File: config.mk
export PLATFORM = sky130hd
export DESIGN_NAME = sar_compare_search
export DESIGN_NICKNAME = d
export VERILOG_FILES = /design/src/rtl/sar_compare_search.sv
export SDC_FILE = /design/constraint.sdc
export NUM_CORES = 1
export LEC_CHECK = 0
export ABC_AREA = 1
export CORE_MARGIN = 2
export CORE_UTILIZATION = 35
export DETAILED_ROUTE_END_ITERATION = 12
export PLACE_DENSITY = 0.64
export RECOVER_POWER = 25
export SLEW_MARGIN = 40
export SYNTH_ARGS = -nofsm -noshare
export SYNTH_HDL_FRONTEND = slang
export SYNTH_SLANG_ARGS = --single-unit
export TNS_END_PERCENT = 10
File: constraint.sdc
create_clock -name clk -period 1.5 [get_ports clk]
set_input_delay 0.225 -clock clk [delete_from_list [all_inputs] [get_ports clk]]
set_output_delay 0.225 -clock clk [all_outputs]
set_load 0.03 [all_outputs]
File: src/rtl/sar_compare_search.sv
// Successive-approximation search controller: walks a trial operand bit by bit
// against an external magnitude comparator until the held target is resolved.
//
//  state | meaning
//  IDLE  | waiting for start; outputs hold the last search
//  PROBE | one comparator probe per cycle, current bit marked by bit_mask
//  DONE  | one-cycle done pulse; start here restarts immediately
module sar_compare_search #(
    parameter int WIDTH = 4,
    localparam int PCW = $clog2(WIDTH + 1)
) (
    input  logic             clk,
    input  logic             rst,
    input  logic             start,
    input  logic             cmp_lt,
    input  logic             cmp_eq,
    input  logic             cmp_gt,
    output logic [WIDTH-1:0] trial,
    output logic             busy,
    output logic             done,
    output logic [WIDTH-1:0] result,
    output logic             err,
    output logic [PCW-1:0]   probe_cnt
);

    typedef enum logic [1:0] {
        IDLE  = 2'd0,
        PROBE = 2'd1,
        DONE  = 2'd2
    } state_t;

    localparam logic [WIDTH-1:0] MSB_MASK = WIDTH'(1) << (WIDTH - 1);

    state_t           state, state_nx;
    logic [WIDTH-1:0] bit_mask, bit_mask_nx;
    logic [WIDTH-1:0] trial_nx, result_nx, trial_upd;
    logic [PCW-1:0]   probe_cnt_nx;
    logic             err_nx, flags_onehot;

    // One-hot bit mask stands in for the bit index, so no subtractor is needed.
    always_ff @(posedge clk) begin
        if (rst) begin
            state     <= IDLE;
            bit_mask  <= '0;
            trial     <= '0;
            result    <= '0;
            err       <= 1'b0;
            probe_cnt <= '0;
        end else begin
            state     <= state_nx;
            bit_mask  <= bit_mask_nx;
            trial     <= trial_nx;
            result    <= result_nx;
            err       <= err_nx;
            probe_cnt <= probe_cnt_nx;
        end
    end

    always_comb begin
        state_nx     = state;
        bit_mask_nx  = bit_mask;
        trial_nx     = trial;
        result_nx    = result;
        err_nx       = err;
        probe_cnt_nx = probe_cnt;
        trial_upd    = cmp_lt ? (trial & ~bit_mask) : trial;
        flags_onehot = 1'b0;
        case ({cmp_lt, cmp_eq, cmp_gt})
            3'b100, 3'b010, 3'b001: flags_onehot = 1'b1;
            default:                flags_onehot = 1'b0;
        endcase

        case (state)
            IDLE, DONE: begin
                if (start) begin
                    state_nx     = PROBE;
                    bit_mask_nx  = MSB_MASK;
                    trial_nx     = MSB_MASK;
                    err_nx       = 1'b0;
                    probe_cnt_nx = '0;
                end else if (state == DONE) begin
                    state_nx = IDLE;
                end
            end
            PROBE: begin
                probe_cnt_nx = probe_cnt + PCW'(1);
                if (!flags_onehot) begin
                    err_nx    = 1'b1;
                    result_nx = trial & ~bit_mask;
                    state_nx  = DONE;
                end else if (cmp_eq) begin
                    result_nx = trial;
                    state_nx  = DONE;
                end else if (bit_mask[0]) begin
                    trial_nx  = trial_upd;
                    result_nx = trial_upd;
                    state_nx  = DONE;
                end else begin
                    bit_mask_nx = bit_mask >> 1;
                    trial_nx    = trial_upd | (bit_mask >> 1);
                end
            end
            default: state_nx = IDLE;
        endcase
    end

    assign busy = (state == PROBE);
    assign done = (state == DONE);

endmodule

==> results of run 1 <==
==> registers in the layout, summed over array words and instances (netlist names) <==
signal	count
err	1
probe_cnt	3
trial	4
state	2
bit_mask	4
result	4
==> worst reg2reg max path, delay by kind of cell, from the launching register on <==
family	cells	cell delay [ns]
DFF	1	0.38
AOI/OAI and AO/OA	1	0.22
and+or+nand+nor	4	0.63
==> through the flow <==
step / std cells / TNS, ns
CTS: 208 / 0
global placement: 204 / -0.809
finish: 208 / 0
global route: 208 / 0
floorplan: 144 / 0
detailed placement: 204 / -0.871
==> cell usage after synthesis <==
cell	n	area [sq um]
a21oi_1	13	65.1
a31oi_1	4	25.0
buf_2	3	15.0
buf_6	1	11.3
clkinv_1	1	3.75
dfxtp_1	18	360
ha_1	1	12.5
inv_1	15	56.3
inv_2	3	11.3
nand2_1	38	143
nand2_2	4	25.0
nand3_1	10	50.1
nand3_2	1	10.0
nand4_1	3	18.8
nor2_1	14	52.6
nor3_1	2	10.0
o21ai_0	12	60.1
o21ai_1	1	5.00
==> cell families (layout without fill, tap and decap cells) <==
family | count (synthesis) | in the layout | synth area share (%)
AND/OR/NAND/NOR | 72 | 72 | 33.1
AO/OA/AOI/OAI | 30 | 30 | 16.6
buffers and inverters | 23 | 57 | 10.4
flip-flops | 18 | 18 | 38.6
adder cells (fa/ha/maj) | 1 | 1 | 1.34
==> power by group through the flow <==
stage                     registers [W]  clock network [W]  logic, W
after floorplan                0.000562                  0  0.000129
after global placement         0.000534                  0  0.000267
after detailed placement       0.000535                  0  0.000270
after CTS                      0.000523           0.000310  0.000259
after global routing           0.000528           0.000337  0.000284
final                          0.000523           0.000301  0.000258
==> metal layers <==
layer  track usage, %  wire length, um  up-vias
met5                0                0        -
met4             1.74               20        0
met3             5.12               97        4
met2             25.0             1100       18
met1             20.4             1120      446
li1                 -                -      533
==> worst max path at each step <==
stage	from	endpoint	cells after the start
after floorplan	state[0]$_SDFFE_PP0P_	trial[1]$_SDFFE_PP0P_	6
after global placement	cmp_eq	bit_mask[2]$_SDFFE_PP0P_	6
after detailed placement	cmp_eq	bit_mask[2]$_SDFFE_PP0P_	6
after CTS	state[0]$_SDFFE_PP0P_	busy	3
after global routing	state[1]$_SDFFE_PP0P_	bit_mask[1]$_SDFFE_PP0P_	6
final	trial[2]$_SDFFE_PP0P_	trial[2]	1
==> what timing repair did <==
action	CTS	global route
gates resized for setup	13	1
setup buffers	0	0
setup endpoints to repair	13	1
==> final cells by class <==
type	count	area (sq um)
clock buffers	4	36.3
fillers	251	1240
inverters	19	73.8
multi-input cells	103	474
flip-flops and latches	18	360
well taps	30	37.5
repair buffers	34	280
==> flow_summary.json, run 1 <==
{
  "worstPathCellList": "dlygate4sd2_1",
  "p_seq_share_pct": 48.4,
  "power_w": 0.00108,
  "via_count": 1001,
  "grt_pass1_wl_um": 3930,
  "power.density_nw_per_um2": 857,
  "path_clk_slew_ns": 0.10,
  "fin_crit_sh_pct": 90.5,
  "hold_ws_ns": 0.477,
  "setup_ws_ns": 0.143,
  "setup_violations": 0,
  "timing.rr.start": "state[0]$_SDFFE_PP0P_",
  "grt_start_max_net_pins": 12,
  "irDropWorstVdd_mv": 0.690,
  "p_switching_w": 0.000328,
  "drc": 0,
  "grt_pass1_vias": 901,
  "antenna_cells": 0,
  "crit_family": "buffers and inverters",
  "initial_utilization_pct": 37.4,
  "reg2reg_depth": 5,
  "cts_tree": "yes",
  "cts_buffers": 3,
  "synth_area_sq_um": 935,
  "rsz0062_at_grt": "false",
  "clock_skew_ns": 0.00157,
  "p_sw_share_pct": 30.3,
  "die_w_um": 55.7,
  "worst-path-buf-inv": 1,
  "die_h_um": 55.7,
  "crit_required_ns": 1.27,
  "routed_wl_um": 2340,
  "core_area_sq_um": 2500,
  "layout_commonest_cell": "nand2_1",
  "worst_hold_path.num_cells": 2,
  "dpl_cell_area_sq_um": 1250,
  "antenna_found_initial": 0,
  "max_cap_violations": 0,
  "critPathLaunchType": "flip-flop",
  "avgViaCountPerCell": 4.81,
  "hp-start": "err$_SDFFE_PP0P_",
  "fin_nets": 186,
  "dp_hpwl_um": 1750,
  "syn_nets": 151,
  "grt_usage_pct": 15.4,
  "reg2reg_slack_ns": 0.18,
  "finalHoldViolCount": 0,
  "cts_hold_buffers": 0,
  "syn2layout_area_growth_pct": 35.1,
  "endpoint_kind": "primary output",
  "slowest_delay_ns": 0.42,
  "drt_iter0_drc": 16,
  "min_delay_worst_endpoint": "err$_SDFFE_PP0P_",
  "tightest_slew_ns": 0.441,
  "fin_area_sq_um": 1260,
  "r2r_end": "bit_mask[1]$_SDFFE_PP0P_",
  "worst_path_max_delay_cell": "dlygate4sd2_1",
  "post-route-util_pct": 50.5,
  "grt_overflow": 0,
  "ys_seq_elements": 18,
  "cts_max_level": 1,
  "insertion_delay_ns": 0.29,
  "clock_path_buffers": 2,
  "numPortBuffers": 19,
  "layout_common_cells": "nand2_1 (39), dfxtp_1 (18), inv_1 (15), buf_4 (15), nor2_1 (14)",
  "p_int_w": 0.000753,
  "critPathKind": "flip-flop to primary output",
  "num_rows": 18,
  "cts_root_buf": "clkbuf_4",
  "place_congestion": 0.849,
  "seq_area_frac_synth_pct": 38.6,
  "syn_inst": 144,
  "pwr-share-clk_pct": 27.8,
  "arrival_ns": 1.13,
  "layout-drive-gt1-share_pct": 14.6,
  "critPathMaxFanout": 5,
  "dr.pass1.iters": 5,
  "outcome": "finished clean",
  "io_pins": 20,
  "combPwrFrac_pct": 23.8,
  "hold_path_class": "flip-flop to flip-flop",
  "slew_headroom_pct": 70.6,
  "place_ws_ns": -0.133,
  "fp.dieArea_sq_um": 3100,
  "clock-sinks": 18,
  "maxSlewViolCount": 0,
  "fin_crit_ns": 1.36,
  "ys_warn_count": 0,
  "ys_types": 18,
  "clock.fmax_ghz": 0.737,
  "postRouteAntennaNets": 0,
  "postSynthAreaPerCell_sq_um": 6.49,
  "wl_per_cell_um": 11.3,
  "p_leak_nw": 0.603
}
Note: power is estimated with default switching activity, not from simulation.
==> run 2: changes to the inputs <==
Settings changed: CAP_MARGIN from default to 10, CTS_CLUSTER_SIZE from default to 12.
==> results of run 2 <==
The final DEF is identical to that of run 1; final timing and power are the same.
==> run 3: changes to the inputs <==
Settings changed: CTS_CLUSTER_SIZE 12 to 10, PLACE_DENSITY 0.64 to 0.62.
==> flow_summary.json, run 3 (synthesis gave the netlist of run 1 again) <==
{
  "use_met2_pct": 27.9,
  "antenna_found_initial": 0,
  "cts_max_level": 1,
  "timing.rr.start": "state[0]$_SDFFE_PP0P_",
  "maxSlewViolCount": 0,
  "tightest_slew_ns": 0.449,
  "power.density_nw_per_um2": 848,
  "use_met1_pct": 21.2,
  "grt_use_met3_pct": 4.19,
  "critPathKind": "flip-flop to primary output",
  "fin_crit_sh_pct": 92.1,
  "place_congestion": 0.923,
  "insertion_delay_ns": 0.29,
  "via_count": 1022,
  "p_int_w": 0.000751,
  "fin_crit_ns": 1.38,
  "crit_start": "state[1]$_SDFFE_PP0P_",
  "power_w": 0.00108,
  "grt_pass1_wl_um": 4150,
  "slowest_delay_ns": 0.40,
  "max_cap_violations": 0,
  "layout-drive-gt1-share_pct": 15.1,
  "top_regs": "bit_mask: 4 flops, result: 4 flops, trial: 4 flops",
  "fillCellCount": 276,
  "io_pins": 20,
  "grt_overflow": 0,
  "avgViaCountPerCell": 4.89,
  "slew_headroom_pct": 70.1,
  "grt_usage_pct": 16.6,
  "pwr-share-clk_pct": 27.8,
  "top_usage_layer": "met2",
  "core_area_sq_um": 2500,
  "initial_utilization_pct": 37.4,
  "worst-path-buf-inv": 2,
  "finalHoldViolCount": 0,
  "fin_nets": 187,
  "cts_buffers": 3,
  "fp.dieArea_sq_um": 3100,
  "antenna_cells": 0,
  "p_sw_share_pct": 30.4,
  "critPathMaxFanout": 2,
  "path_clk_slew_ns": 0.10,
  "p_leak_nw": 0.614,
  "rsz0062_at_grt": "false",
  "clock_path_buffers": 2,
  "crit_required_ns": 1.27,
  "cts_tree": "yes",
  "routed_wl_um": 2380,
  "setup_tns_ns": 0,
  "hold_ws_ns": 0.388,
  "postRouteAntennaNets": 0,
  "worst_path_max_delay_cell": "dlygate4sd2_1",
  "clock-sinks": 18,
  "syn2layout_area_growth_pct": 36.0,
  "p_switching_w": 0.000327,
  "worstPathCellList": "inv_1, nor2_1, dlygate4sd2_1",
  "setup_violations": 0,
  "wl_per_cell_um": 11.4,
  "postCtsSetupRepairBufs": 0,
  "arrival_ns": 1.16,
  "layout_commonest_cell": "nand2_1",
  "cts_hold_buffers": 0,
  "outcome": "finished clean",
  "num_rows": 18,
  "drt_iter0_drc": 21,
  "crit_family": "buffers and inverters",
  "endpoint_kind": "primary output",
  "hold_path_class": "input port to flip-flop",
  "grt_pass1_vias": 922,
  "combPwrFrac_pct": 23.7,
  "dp_hpwl_um": 1820,
  "hp-start": "cmp_lt",
  "dr.pass1.iters": 4,
  "die_w_um": 55.7,
  "p_seq_share_pct": 48.5,
  "clock_skew_ns": 0.000879,
  "critPathLaunchType": "flip-flop",
  "clock.fmax_ghz": 0.724,
  "drc": 0,
  "grt_start_max_net_pins": 12,
  "cts_root_buf": "clkbuf_4",
  "layout_common_cells": "nand2_1 (38), dfxtp_1 (18), inv_1 (15), buf_4 (15), nor2_1 (14)",
  "die_h_um": 55.7,
  "numPortBuffers": 19,
  "irDropWorstVdd_mv": 0.676
}
[run 3: changes by cell type in the layout (fill, tap and decap cells not counted)]
cell,before,now
clkbuf_1,1,2
clkdlybuf4s50_1,5,4
dlymetal6s2s_1,0,1
nand2_1,39,38
nand2_2,3,4
[run 3: worst paths after layout]
| check | slack [ns] | to | cells after the start |
|---|---|---|---|
| worst max register to register | 0.19 | trial[1]$_SDFFE_PP0P_ | 5 |
| worst min-delay path | 0.39 | trial[0]$_SDFFE_PP0P_ | 4 |
| worst min register to register | 0.48 | err$_SDFFE_PP0P_ | 2 |
| worst max-delay path | 0.12 | done | 3 |
[run 3: worst min-delay path, stage by stage]
cell and delay, ns:
dlymetal6s2s_1 0.18, o21ai_0 0.10, nand3_1 0.08, a21oi_1 0.06
[run 3: area by class of cell]
cell class	instances	area (sq um)	share of cell area, %
inverters	19	73.8	5.81
well taps	30	37.5	2.95
flip-flops and latches	18	360	28.3
multi-input cells	103	477	37.5
clock buffers	4	36.3	2.85
repair buffers	35	287	22.5
[run 3: metal layers]
| layer | vias up | wire length [um] |
|---|---|---|
| li1 | 539 | - |
| met4 | 0 | 11 |
| met1 | 451 | 1110 |
| met3 | 2 | 109 |
| met5 | - | 0 |
| met2 | 30 | 1150 |
[run 3: power groups by stage]
stage / clock [W] / combinational, W / sequential (W)
after global placement: 0 / 0.000265 / 0.000534
final: 0.000300 / 0.000256 / 0.000523
after floorplan: 0 / 0.000129 / 0.000562
after global routing: 0.000340 / 0.000283 / 0.000526
after CTS: 0.000312 / 0.000258 / 0.000523
after detailed placement: 0 / 0.000268 / 0.000534
[run 3: per-stage QoR]
step	setup WS [ns]	cell area (sq um)	cells	utilization, %
2_1_floorplan	0.306	935	144	-
3_3_place_gp	-0.153	1250	205	50.2
3_5_place_dp	-0.188	1250	205	50.2
4_1_cts	0.0671	1270	209	51.0
5_1_grt	0.0253	1270	209	50.9
6_report	0.118	1270	209	50.9
[run 3: what timing repair did]
| item | in CTS | in global routing |
|---|---|---|
| endpoints found under the setup margin | 13 | 2 |
| gates resized for setup | 13 | 2 |
| cloned | 0 | 0 |
